**src/rtl/vga_pixel_feeder_if.sv**
```systemverilog
// Frame-buffer read port: request/acknowledge address phase plus in-order
// response beats. The feeder is the master, the memory is the slave.
interface vga_pixel_feeder_if #(
  parameter int ADDR_W = 19
);
  logic              mem_req;
  logic [ADDR_W-1:0] mem_addr;
  logic              mem_ack;
  logic              mem_valid;
  logic [23:0]       mem_data;

  modport master (
    output mem_req,
    output mem_addr,
    input  mem_ack,
    input  mem_valid,
    input  mem_data
  );

  modport slave (
    input  mem_req,
    input  mem_addr,
    output mem_ack,
    output mem_valid,
    output mem_data
  );
endinterface

```
**src/rtl/vga_pixel_feeder.sv**
```systemverilog
// Prefetching raster-order pixel source for the VGA controller.
// Define VGA_PIXEL_FEEDER_TESTPAT_EN to replace memory data with colour bars.
module vga_pixel_feeder #(
  parameter int          H_ACTIVE        = 640,
  parameter int          V_ACTIVE        = 480,
  parameter int          ADDR_W          = 19,
  parameter int          FIFO_DEPTH      = 16,
  parameter logic [23:0] UNDERFLOW_COLOR = 24'h000000
) (
  input  logic               i_clk,
  input  logic               i_rst_n,
  input  logic               i_frame_start,
  input  logic               i_request,
  output logic [23:0]        o_color,
  vga_pixel_feeder_if.master mem,
  output logic               o_underflow,
  output logic [15:0]        o_underflow_cnt
);

  localparam int PTR_W = $clog2(FIFO_DEPTH);
  localparam int CNT_W = PTR_W + 1;
  localparam logic [CNT_W-1:0]  CNT_ZERO  = {CNT_W{1'b0}};
  localparam logic [CNT_W-1:0]  CNT_ONE   = CNT_W'(1);
  localparam logic [CNT_W-1:0]  DEPTH_C   = CNT_W'(FIFO_DEPTH);
  localparam logic [PTR_W-1:0]  PTR_ZERO  = {PTR_W{1'b0}};
  localparam logic [PTR_W-1:0]  PTR_ONE   = PTR_W'(1);
  localparam logic [ADDR_W-1:0] ADDR_ZERO = {ADDR_W{1'b0}};
  localparam logic [ADDR_W-1:0] ADDR_ONE  = ADDR_W'(1);
  localparam logic [ADDR_W-1:0] LAST_ADDR = ADDR_W'(H_ACTIVE * V_ACTIVE - 1);

  typedef enum logic [1:0] {
    IDLE  = 2'd0,
    RUN   = 2'd1,
    FLUSH = 2'd2
  } state_t;

  state_t            state_r;
  logic [23:0]       fifo_mem_r [FIFO_DEPTH];
  logic [PTR_W-1:0]  rd_ptr_r;
  logic [PTR_W-1:0]  wr_ptr_r;
  logic [CNT_W-1:0]  count_r;
  logic [CNT_W-1:0]  outst_r;
  logic [ADDR_W-1:0] addr_r;
  logic              req_r;
  logic [23:0]       color_r;
  logic              underflow_r;
  logic [15:0]       ucnt_r;

  logic              ack_fire_s;
  logic              rsp_s;
  logic              push_s;
  logic [23:0]       push_data_s;
  logic              serve_s;
  logic              pop_s;
  logic              starve_s;
  logic              run_next_s;
  logic              credit_s;
  logic              req_next_s;
  logic [CNT_W-1:0]  count_next_s;
  logic [CNT_W-1:0]  outst_next_s;

`ifdef VGA_PIXEL_FEEDER_TESTPAT_EN
  localparam int X_W   = (H_ACTIVE > 1) ? $clog2(H_ACTIVE) : 1;
  localparam int BAR_W = H_ACTIVE / 8;
  localparam logic [X_W-1:0] X_LAST = X_W'(H_ACTIVE - 1);

  logic [X_W-1:0] x_r;

  // Bar index bits map directly onto inverted channel enables (white..black)
  function automatic logic [23:0] bar_color(input logic [X_W-1:0] x);
    logic [2:0] bar;
    bar = 3'(int'(x) / BAR_W);
    return {{8{~bar[1]}}, {8{~bar[2]}}, {8{~bar[0]}}};
  endfunction

  // Generator source: one entry per cycle whenever the FIFO has room
  always_comb begin
    ack_fire_s  = 1'b0;
    rsp_s       = 1'b0;
    push_s      = (state_r == RUN) & ~i_frame_start & (count_r < DEPTH_C);
    push_data_s = bar_color(x_r);
  end

  // Horizontal position of the next generated pixel
  always_ff @(posedge i_clk or negedge i_rst_n) begin
    if (!i_rst_n) begin
      x_r <= {X_W{1'b0}};
    end else if (i_frame_start) begin
      x_r <= {X_W{1'b0}};
    end else if (push_s) begin
      x_r <= (x_r == X_LAST) ? {X_W{1'b0}} : x_r + X_W'(1);
    end
  end
`else
  // Memory source: responses with no matching request are ignored
  always_comb begin
    ack_fire_s  = req_r & mem.mem_ack;
    rsp_s       = mem.mem_valid & (outst_r != CNT_ZERO);
    push_s      = (state_r == RUN) & rsp_s & ~i_frame_start;
    push_data_s = mem.mem_data;
  end
`endif

  // Serve decision, occupancy/credit bookkeeping and next fetch request
  always_comb begin
    serve_s  = (state_r == RUN) & i_request & ~i_frame_start;
    pop_s    = serve_s & (count_r != CNT_ZERO);
    starve_s = serve_s & (count_r == CNT_ZERO);

    if (i_frame_start) begin
      count_next_s = CNT_ZERO;
    end else if (push_s && !pop_s) begin
      count_next_s = count_r + CNT_ONE;
    end else if (pop_s && !push_s) begin
      count_next_s = count_r - CNT_ONE;
    end else begin
      count_next_s = count_r;
    end

    if (ack_fire_s && !rsp_s) begin
      outst_next_s = outst_r + CNT_ONE;
    end else if (rsp_s && !ack_fire_s) begin
      outst_next_s = outst_r - CNT_ONE;
    end else begin
      outst_next_s = outst_r;
    end

    // A frame start always drops the request for one cycle
    run_next_s = ~i_frame_start &
                 ((state_r == RUN) | ((state_r == FLUSH) & (outst_r == CNT_ZERO)));
    credit_s   = ({1'b0, count_next_s} + {1'b0, outst_next_s}) < {1'b0, DEPTH_C};
`ifdef VGA_PIXEL_FEEDER_TESTPAT_EN
    req_next_s = 1'b0;
`else
    req_next_s = run_next_s & credit_s;
`endif
  end

  // FIFO storage
  always_ff @(posedge i_clk) begin
    if (push_s) begin
      fifo_mem_r[wr_ptr_r] <= push_data_s;
    end
  end

  // State machine, FIFO pointers, fetch port and serve outputs
  always_ff @(posedge i_clk or negedge i_rst_n) begin
    if (!i_rst_n) begin
      state_r     <= IDLE;
      rd_ptr_r    <= PTR_ZERO;
      wr_ptr_r    <= PTR_ZERO;
      count_r     <= CNT_ZERO;
      outst_r     <= CNT_ZERO;
      addr_r      <= ADDR_ZERO;
      req_r       <= 1'b0;
      color_r     <= 24'h000000;
      underflow_r <= 1'b0;
      ucnt_r      <= 16'h0000;
    end else begin
      count_r     <= count_next_s;
      outst_r     <= outst_next_s;
      req_r       <= req_next_s;
      underflow_r <= starve_s;
      if (starve_s && (ucnt_r != 16'hFFFF)) begin
        ucnt_r <= ucnt_r + 16'd1;
      end
      if (i_request) begin
        color_r <= pop_s ? fifo_mem_r[rd_ptr_r] : UNDERFLOW_COLOR;
      end
      if (i_frame_start) begin
        rd_ptr_r <= PTR_ZERO;
        wr_ptr_r <= PTR_ZERO;
        addr_r   <= ADDR_ZERO;
      end else begin
        if (push_s) begin
          wr_ptr_r <= wr_ptr_r + PTR_ONE;
        end
        if (pop_s) begin
          rd_ptr_r <= rd_ptr_r + PTR_ONE;
        end
        if (ack_fire_s) begin
          addr_r <= (addr_r == LAST_ADDR) ? ADDR_ZERO : addr_r + ADDR_ONE;
        end
      end
      // An ack coinciding with the frame start is still owed a response
      case (state_r)
        IDLE: begin
          if (i_frame_start) begin
            state_r <= RUN;
          end
        end
        RUN, FLUSH: begin
          if (i_frame_start) begin
            state_r <= ((outst_r != CNT_ZERO) || ack_fire_s) ? FLUSH : RUN;
          end else if ((state_r == FLUSH) && (outst_r == CNT_ZERO)) begin
            state_r <= RUN;
          end
        end
        default: state_r <= IDLE;
      endcase
    end
  end

  assign mem.mem_req     = req_r;
  assign mem.mem_addr    = addr_r;
  assign o_color         = color_r;
  assign o_underflow     = underflow_r;
  assign o_underflow_cnt = ucnt_r;

endmodule

```
**src/flat_wrapper.sv**
```systemverilog
// flat-port wrapper written by rule: the top's interface ports become plain ports
module vga_pixel_feeder_flat 
#(
  parameter int          H_ACTIVE        = 640,
  parameter int          V_ACTIVE        = 480,
  parameter int          ADDR_W          = 19,
  parameter int          FIFO_DEPTH      = 16,
  parameter logic [23:0] UNDERFLOW_COLOR = 24'h000000
)
  (i_clk, i_rst_n, i_frame_start, i_request, o_color, o_underflow, o_underflow_cnt, mem_mem_req, mem_mem_addr, mem_mem_ack, mem_mem_valid, mem_mem_data);
  vga_pixel_feeder_if #(.ADDR_W(ADDR_W)) mem_i ();
  input  logic i_clk;
  input  logic i_rst_n;
  input  logic i_frame_start;
  input  logic i_request;
  output logic [23:0] o_color;
  output logic o_underflow;
  output logic [15:0] o_underflow_cnt;
  output wire logic [$bits(mem_i.mem_req)-1:0] mem_mem_req;
  output wire logic [$bits(mem_i.mem_addr)-1:0] mem_mem_addr;
  input wire logic [$bits(mem_i.mem_ack)-1:0] mem_mem_ack;
  input wire logic [$bits(mem_i.mem_valid)-1:0] mem_mem_valid;
  input wire logic [$bits(mem_i.mem_data)-1:0] mem_mem_data;
  assign mem_mem_req = mem_i.mem_req;
  assign mem_mem_addr = mem_i.mem_addr;
  assign mem_i.mem_ack = mem_mem_ack;
  assign mem_i.mem_valid = mem_mem_valid;
  assign mem_i.mem_data = mem_mem_data;
  vga_pixel_feeder #(.H_ACTIVE(H_ACTIVE), .V_ACTIVE(V_ACTIVE), .ADDR_W(ADDR_W), .FIFO_DEPTH(FIFO_DEPTH), .UNDERFLOW_COLOR(UNDERFLOW_COLOR)) u_core (.i_clk(i_clk), .i_rst_n(i_rst_n), .i_frame_start(i_frame_start), .i_request(i_request), .o_color(o_color), .mem(mem_i), .o_underflow(o_underflow), .o_underflow_cnt(o_underflow_cnt));
endmodule
```
**config.mk**
```make
export PLATFORM = sky130hd
export DESIGN_NAME = vga_pixel_feeder_flat
export DESIGN_NICKNAME = d
export VERILOG_FILES = /design/src/rtl/vga_pixel_feeder_if.sv /design/src/rtl/vga_pixel_feeder.sv /design/src/flat_wrapper.sv
export SDC_FILE = /design/constraint.sdc
export NUM_CORES = 1
export LEC_CHECK = 0
export CAP_MARGIN = 20
export CELL_PAD_IN_SITES_DETAIL_PLACEMENT = 0
export CELL_PAD_IN_SITES_GLOBAL_PLACEMENT = 1
export CORE_MARGIN = 2
export CORE_UTILIZATION = 35
export CTS_CLUSTER_SIZE = 25
export DETAILED_ROUTE_END_ITERATION = 7
export PLACE_DENSITY = 0.67
export SLEW_MARGIN = 20
export SYNTH_ARGS = -nofsm -noshare
export SYNTH_HDL_FRONTEND = slang
export SYNTH_SLANG_ARGS = --single-unit
```
**constraint.sdc**
```tcl
create_clock -name i_clk -period 3.4 [get_ports i_clk]
set_input_delay 0.34 -clock i_clk [delete_from_list [all_inputs] [get_ports i_clk]]
set_output_delay 0.34 -clock i_clk [all_outputs]
set_load 0.05 [all_outputs]
```
Yosys cells after proc, flatten, opt, wreduce, memory -nomap -nowiden
Memory sizes are Yosys's and may differ from the RTL's.
Index checks and enable logic that the tools add are counted.

operators by class
  add/sub/neg operators = 9
  magnitude comparators = 1
  eq/ne operators = 6
  muxes and demuxes = 20
  bitwise gates (word level) = 13
  reduce and logical (&&, ||, !) cells = 21

operators with widths
  operator                                                    number
  two-way mux 19 bit                                          3
  two-way mux 5 bit                                           5
  two-way mux 24 bit                                          1
  adder 19 x 1 -> 19 bit, second input constant               1
  equality test 19 bit, second input constant                 1
  adder 16 x 1 -> 16 bit, second input constant               1
  two-way mux 4 bit                                           4
  != test 16 bit, second input constant                       1
  AND 1 bit                                                   11
  adder 5 x 1 -> 5 bit, second input constant                 2
  zero test 5 bit                                             2
  nonzero test 5 bit                                          2
  subtractor 5 x 1 -> 5 bit, second input constant            2
  adder 4 x 1 -> 4 bit, second input constant                 2
  two-way mux 2 bit                                           4
  adder 5 x 5 -> 6 bit                                        1
  logical AND 1 bit                                           6
  less-than comparator 6 x 5 -> 1 bit, second input constant  1
  nonzero test 2 bit                                          3
  zero test 1 bit                                             4
  case mux 2 bit (2 select lines)                             1
  != test 3 x 2 -> 1 bit, second input constant               1
  equality test 2 x 1 -> 1 bit, second input constant         1
  equality test 2 bit, second input constant                  1
  8 further kinds                                             9

storage, ports and cells
  bits in registers = 81
  memory bits (writable) = 384
  input port bits = 30
  word-level logic and storage cells = 81
  memories kept = 1

memories
  memory             depth  width  rd ports  clocked after Yosys merged registers in  wr ports  RTL line                source
  u_core.fifo_mem_r  16     24     1         0                                        1         vga_pixel_feeder.sv:38  logic [23:0] fifo_mem_r [FIFO_DEPTH];

Logic depth before layout (Yosys ltp)
  word-level depth = 12
  gate-level depth with buffers = 11

Worst setup path before layout
No wires, ideal clock.

  kind = register -> register
  from = register u_core.outst_r[0]
  to = register u_core.req_r (netlist: u_core.mem.mem_req)
  library setup time = 66 ps
  arrival = 2867 ps
  required time = 3334 ps
  setup slack = 467 ps
  stages on the path, launching flop included = 11
  buffers on the path = 0
  path through = dfrtp_1 inv_1 ha_1 or4b_1 a311oi_1 a21oi_1 o21ba_2 ha_1 or4_1 a211oi_1 o31a_1

on the way
  cells in the longest elaborated chain, start to end = 12
  elaborated cells on any way between the ends = 24
  classes of those cells = add/sub (3); order compare (1); mux (5); bitwise (7); reduce/logical (8)

ends and longest elaborated chain
  item                                     RTL line                 source
  start, declared                          vga_pixel_feeder.sv:42   logic [CNT_W-1:0] outst_r;
  start signal, assigned                   vga_pixel_feeder.sv:161  outst_r <= outst_next_s;
  nonzero test 5 bit (*)                   vga_pixel_feeder.sv:98   rsp_s = mem.mem_valid & (outst_r != CNT_ZERO);
  AND 1 bit (*)                            vga_pixel_feeder.sv:98
  AND 1 bit (*) (2 in series)              vga_pixel_feeder.sv:99   push_s = (state_r == RUN) & rsp_s & ~i_frame_start;
  zero test 1 bit                          vga_pixel_feeder.sv:114  end else if (pop_s && !push_s) begin
  logical AND 1 bit                        vga_pixel_feeder.sv:114
  two-way mux 5 bit                        vga_pixel_feeder.sv:114
  two-way mux 5 bit (*)                    vga_pixel_feeder.sv:112  end else if (push_s && !pop_s) begin
  two-way mux 5 bit (*)                    vga_pixel_feeder.sv:110  if (i_frame_start) begin
  via u_core.count_next_s[4]               vga_pixel_feeder.sv:59   logic [CNT_W-1:0] count_next_s;
  adder 5 x 5 -> 6 bit (*)                 vga_pixel_feeder.sv:131  credit_s = ({1'b0, count_next_s} + {1'b0, outst_next_s}) < {1'b0, DEPTH_C};
  less-than comparator 6 x 5 -> 1 bit (*)  vga_pixel_feeder.sv:131
  AND 1 bit (*)                            vga_pixel_feeder.sv:135  req_next_s = run_next_s & credit_s;
  via u_core.req_next_s                    vga_pixel_feeder.sv:58   logic req_next_s;
  end signal, assigned                     vga_pixel_feeder.sv:162  req_r <= req_next_s;
  end, declared                            vga_pixel_feeder.sv:44   logic req_r;

Mark *: on every way through the listed nets, which the timed path passes. The rest lies on a longest branch.
A chain may end at the register's enable or synchronous reset.

Final worst setup path
  from = register u_core.outst_r[1]
  to = register u_core.req_r (netlist: u_core.mem.mem_req)

The elaborated chain is that of the path after synthesis.

==> tab_implementation.tex <==
\begin{tabular}{lr}
\hline
Metric & Value \\
\hline
\multicolumn{2}{l}{\textbf{Outcome}} \\
\quad Run status & completed \\
\multicolumn{2}{l}{\textbf{Power}} \\
\quad Leakage power & 7.30 nW \\
\quad Worst voltage drop across the vdd grid & 0.000457 V \\
\quad Clock network fraction of design power & 0.396 \\
\quad Combinational share of power & 0.122 \\
\quad Fraction of power consumed by sequential logic & 0.482 \\
\quad PnR Total Power & 13.5 mW \\
\quad Power dissipated by switching net loads & 3.33 mW \\
\quad Total power divided by cell area & 605 nW/um\^{}2 \\
\quad Internal power summed over all cells & 10.2 mW \\
\quad Switching power share of the total & 0.246 \\
\multicolumn{2}{l}{\textbf{Drt}} \\
\quad Routed via count divided by cell count & 5.16 \\
\quad Antenna violation net count after detailed routing & 0 \\
\quad First-pass detailed-route iteration total & 5 \\
\quad Avg WL per Cell & 22.4 um \\
\quad Number of design rule violations left after detail routing & 0 \\
\quad Wirelength, routed & 41.9 mm \\
\quad Starting DRT DRC Count & 699 \\
\quad Vias post-DR & 9662 \\
\multicolumn{2}{l}{\textbf{Floorplan}} \\
\quad Rows & 84 \\
\quad Placeable core region & 52600 um\^{}2 \\
\quad Die Ht & 235 um \\
\quad Width of the die & 235 um \\
\quad Die area & 55100 um\^{}2 \\
\quad Count of boundary I/O pins & 91 \\
\quad Starting density of the core & 0.354 \\
\multicolumn{2}{l}{\textbf{Cells and area}} \\
\quad Share of layout cells above drive strength 1 & 0.201 \\
\quad Growth of design area from synthesis to finish & 20.2\% \\
\quad Final core utilization & 0.426 \\
\quad Commonest cells after routing, fill and taps aside & 384 x edfxtp\_1, 96 x mux4\_2, 89 x clkdlybuf4s50\_1 \\
\quad Leading cell type in the layout, fill and taps excluded & edfxtp\_1 \\
\quad Post-route cell area & 22400 um\^{}2 \\
\quad Final std cells w/o fill & 1874 \\
\quad Nets@finish & 1191 \\
\multicolumn{2}{l}{\textbf{Timing}} \\
\quad Total of endpoints with negative setup slack in the final report & 0 \\
\quad Highest clock rate & 317 MHz \\
\quad Final worst path period share & 0.929 \\
\quad Worst hold margin & 0.415 ns \\
\quad Number of endpoints with negative hold slack in the final report & 0 \\
\quad Tightest slew margin relative to the limit & 0.387 \\
\quad Minimum setup slack in the final design & 0.241 ns \\
\quad Final Max Slew Viols & 0 \\
\quad Least-Margin Pin Slew & 0.919 ns \\
\quad Worst clock skew on the final layout & 0.0174 ns \\
\quad Unrepaired setup endpoints after global routing & no \\
\quad Final worst path period need & 3.16 ns \\
\quad Setup tns final & 0 ns \\
\multicolumn{2}{l}{\textbf{Synth}} \\
\quad Share of the synthesized area in the top cell type & 0.619 \\
\quad Dominant combinational cell family by area after synthesis & multiplexers \\
\quad Warnings from Yosys & 0 \\
\quad Synthesized-area fraction occupied by ao, oa, aoi and oai cells & 0.0278 \\
\quad Post-synthesis async set-or-reset flop share & 0.174 \\
\quad Primary flip-flop cell chosen by synthesis mapping & edfxtp\_1 \\
\quad Mapped Avg Cell Area & 18.7 um\^{}2 \\
\quad Post-Syn Instances & 996 \\
\quad Synth top area cells & edfxtp\_1 62\%, mux4\_2 12\%, dfrtp\_1 11\%, mux2i\_1 2.6\%, ha\_1 1.3\% \\
\quad Number of flops mapped to enable cells by yosys & 384 \\
\quad Leading area contributor after synthesis & edfxtp\_1 \\
\quad Proportion of synthesized area in mux cells & 0.144 \\
\quad Post-synthesis adder-cell area fraction & 0.0134 \\
\quad Post-synthesis sequential area ratio & 0.728 \\
\quad Xor and xnor area share after synthesis & 0.0160 \\
\quad Simple-gate portion of the synthesized area & 0.0576 \\
\quad Synthesized flop and latch total & 465 \\
\quad Unique cell type count in the Yosys netlist & 52 \\
\quad Synthesized Nets & 1046 \\
\quad Synth Cell Area & 18600 um\^{}2 \\
\multicolumn{2}{l}{\textbf{Setup path}} \\
\quad Critical Setup Path Class & reg2reg \\
\quad Arrival @ worst endpoint & 3.68 ns \\
\quad Required time of the critical path & 3.92 ns \\
\quad Worst setup SP type & register \\
\quad Element type at the critical path end & register \\
\quad Largest fanout on the critical path & 5 \\
\quad Number of cells on the worst reg-to-reg path & 10 \\
\multicolumn{2}{l}{\textbf{Clocking}} \\
\quad Insertion delay to the later sink of the worst-skew pair & 0.59 ns \\
\quad Inserted Clock Buffers & 52 \\
\quad \# H-tree levels & 2 \\
\quad Buffer levels on the longest clock path & 3 \\
\quad CTS sink cnt & 465 \\
\quad Clock tree from TritonCTS & done \\
\quad Post-CTS Repair Setup Buffers & 0 \\
\quad Root Buffer Master & clkbuf\_16 \\
\quad Clock transition at the register clock pins on the worst setup and hold paths after CTS & 0.06 ns \\
\multicolumn{2}{l}{\textbf{GRT}} \\
\quad Global routing usage on met3 & 0.0314 \\
\quad Number of global-route vias before repair & 10277 \\
\quad Met2 track utilization from global routing & 0.250 \\
\quad GR Layer Usage met1 & 0.209 \\
\quad Antenna violations before repair & 5 \\
\quad Most Used Layer, Global Route & met2 \\
\quad GRT Resource Usage Total & 0.154 \\
\quad First-pass GRT wire length & 64.4 mm \\
\quad Largest net degree at the start of global routing & 65 \\
\quad Leftover overflow at the end of global routing & 0 \\
\multicolumn{2}{l}{\textbf{Min path}} \\
\quad Class of the tightest hold or removal check & in2async \\
\multicolumn{2}{l}{\textbf{Place}} \\
\quad Quantity of I/O buffers inserted on ports & 90 \\
\quad Final HPWL from detailed placement & 24.8 mm \\
\quad Placement Cell Area & 20700 um\^{}2 \\
\quad Post-placement setup slack & 0.210 ns \\
\quad Total instance count after detailed placement & 1774 \\
\quad Gpl congestion & 0.769 \\
\multicolumn{2}{l}{\textbf{Run}} \\
\quad Max cap viols & 0 \\
\hline
\end{tabular}
## layout make-up
type,instances,area (um^2)
diodes,1,2.50
clock buffers,74,1430
clock inverters,24,203
fillers,4657,30200
inverters,19,71.3
multi-input cells,470,4890
flip-flops and latches,465,13600
well taps,688,861
repair buffers,133,1360
## registers in the layout (all words and copies together) (netlist names)
signal and cells:
u_core.o_color 24, u_core.outst_r 5, u_core.wr_ptr_r 4, u_core.o_underflow_cnt 16, u_core.rd_ptr_r 4, u_core.mem.mem_addr 19
u_core.mem.mem_req 1, u_core.state_r 2, u_core.count_r 5, u_core.o_underflow 1, u_core.fifo_mem_r 384
## Yosys cell counts, drive strengths merged (17+ instances only)
cell	number
xor2	17
edfxtp	384
nand2b	27
ha	20
nand2	39
o221ai	24
mux2i	49
mux4	96
inv	19
dfrtp	81
nand3	20
nor2	38
xnor2	17
clkbuf	27
## critical path, stage by stage (launching register included)
cell	delay [ns]
dfrtp_1	0.42
inv_1	0.12
ha_1	0.17
or4b_1	0.54
a311oi_2	0.41
a21oi_1	0.12
o21ba_2	0.24
ha_1	0.26
or4_1	0.47
a211oi_1	0.19
o31a_1	0.16
## kinds of logic (layout without fill, tap and decap cells)
family | Yosys count | in the layout
compound gates | 71 | 71
xor+xnor | 34 | 34
fa+ha+maj | 20 | 20
buf+inv | 61 | 250
flops | 465 | 465
mux | 148 | 148
other cells | 0 | 1
simple gates | 197 | 197
## per-layer routing
layer	wire [um]	vias up	part of all wire
met5	67	-	0.0016
met1	18800	5088	0.45
met3	1980	58	0.047
met4	739	8	0.018
li1	-	4293	-
met2	20300	215	0.48
## repair_timing
action / CTS / global route
gates resized for setup: 0 / 2
hold buffers: 1 / 0
endpoints found under the hold margin: 62 / 0
endpoints found under the setup margin: 0 / 1
## path summary, 6_finish.rpt
| check | from | end | slack (ns) |
|---|---|---|---|
| worst max-delay path | u_core.outst_r[1]$_DFF_PN0_ | u_core.mem.mem_req$_DFF_PN0_ | 0.24 |
| worst min-delay path | i_rst_n | u_core.mem.mem_addr[17]$_DFFE_PN0P_ | 0.42 |
| worst max register to register | u_core.outst_r[1]$_DFF_PN0_ | u_core.mem.mem_req$_DFF_PN0_ | 0.24 |
| worst min register to register | u_core.o_underflow_cnt[6]$_DFFE_PN0P_ | u_core.o_underflow_cnt[6]$_DFFE_PN0P_ | 0.50 |
| max in group asynchronous | i_rst_n | u_core.o_color[12]$_DFFE_PN0P_ | 2.15 |
| min in group i_clk | u_core.o_underflow_cnt[6]$_DFFE_PN0P_ | u_core.o_underflow_cnt[6]$_DFFE_PN0P_ | 0.50 |
## power by group through the flow
| stage | Combinational, mW | Clock, mW | Sequential [mW] |
|---|---|---|---|
| 2_1_floorplan | 0.953 | 0 | 6.77 |
| 3_3_place_gp | 1.66 | 0 | 6.63 |
| 3_5_place_dp | 1.67 | 0 | 6.63 |
| 4_1_cts | 1.68 | 5.49 | 6.52 |
| 5_1_grt | 1.82 | 5.74 | 6.54 |
| 6_report | 1.66 | 5.36 | 6.52 |
No activity file was read; power rests on OpenSTA's default activity.
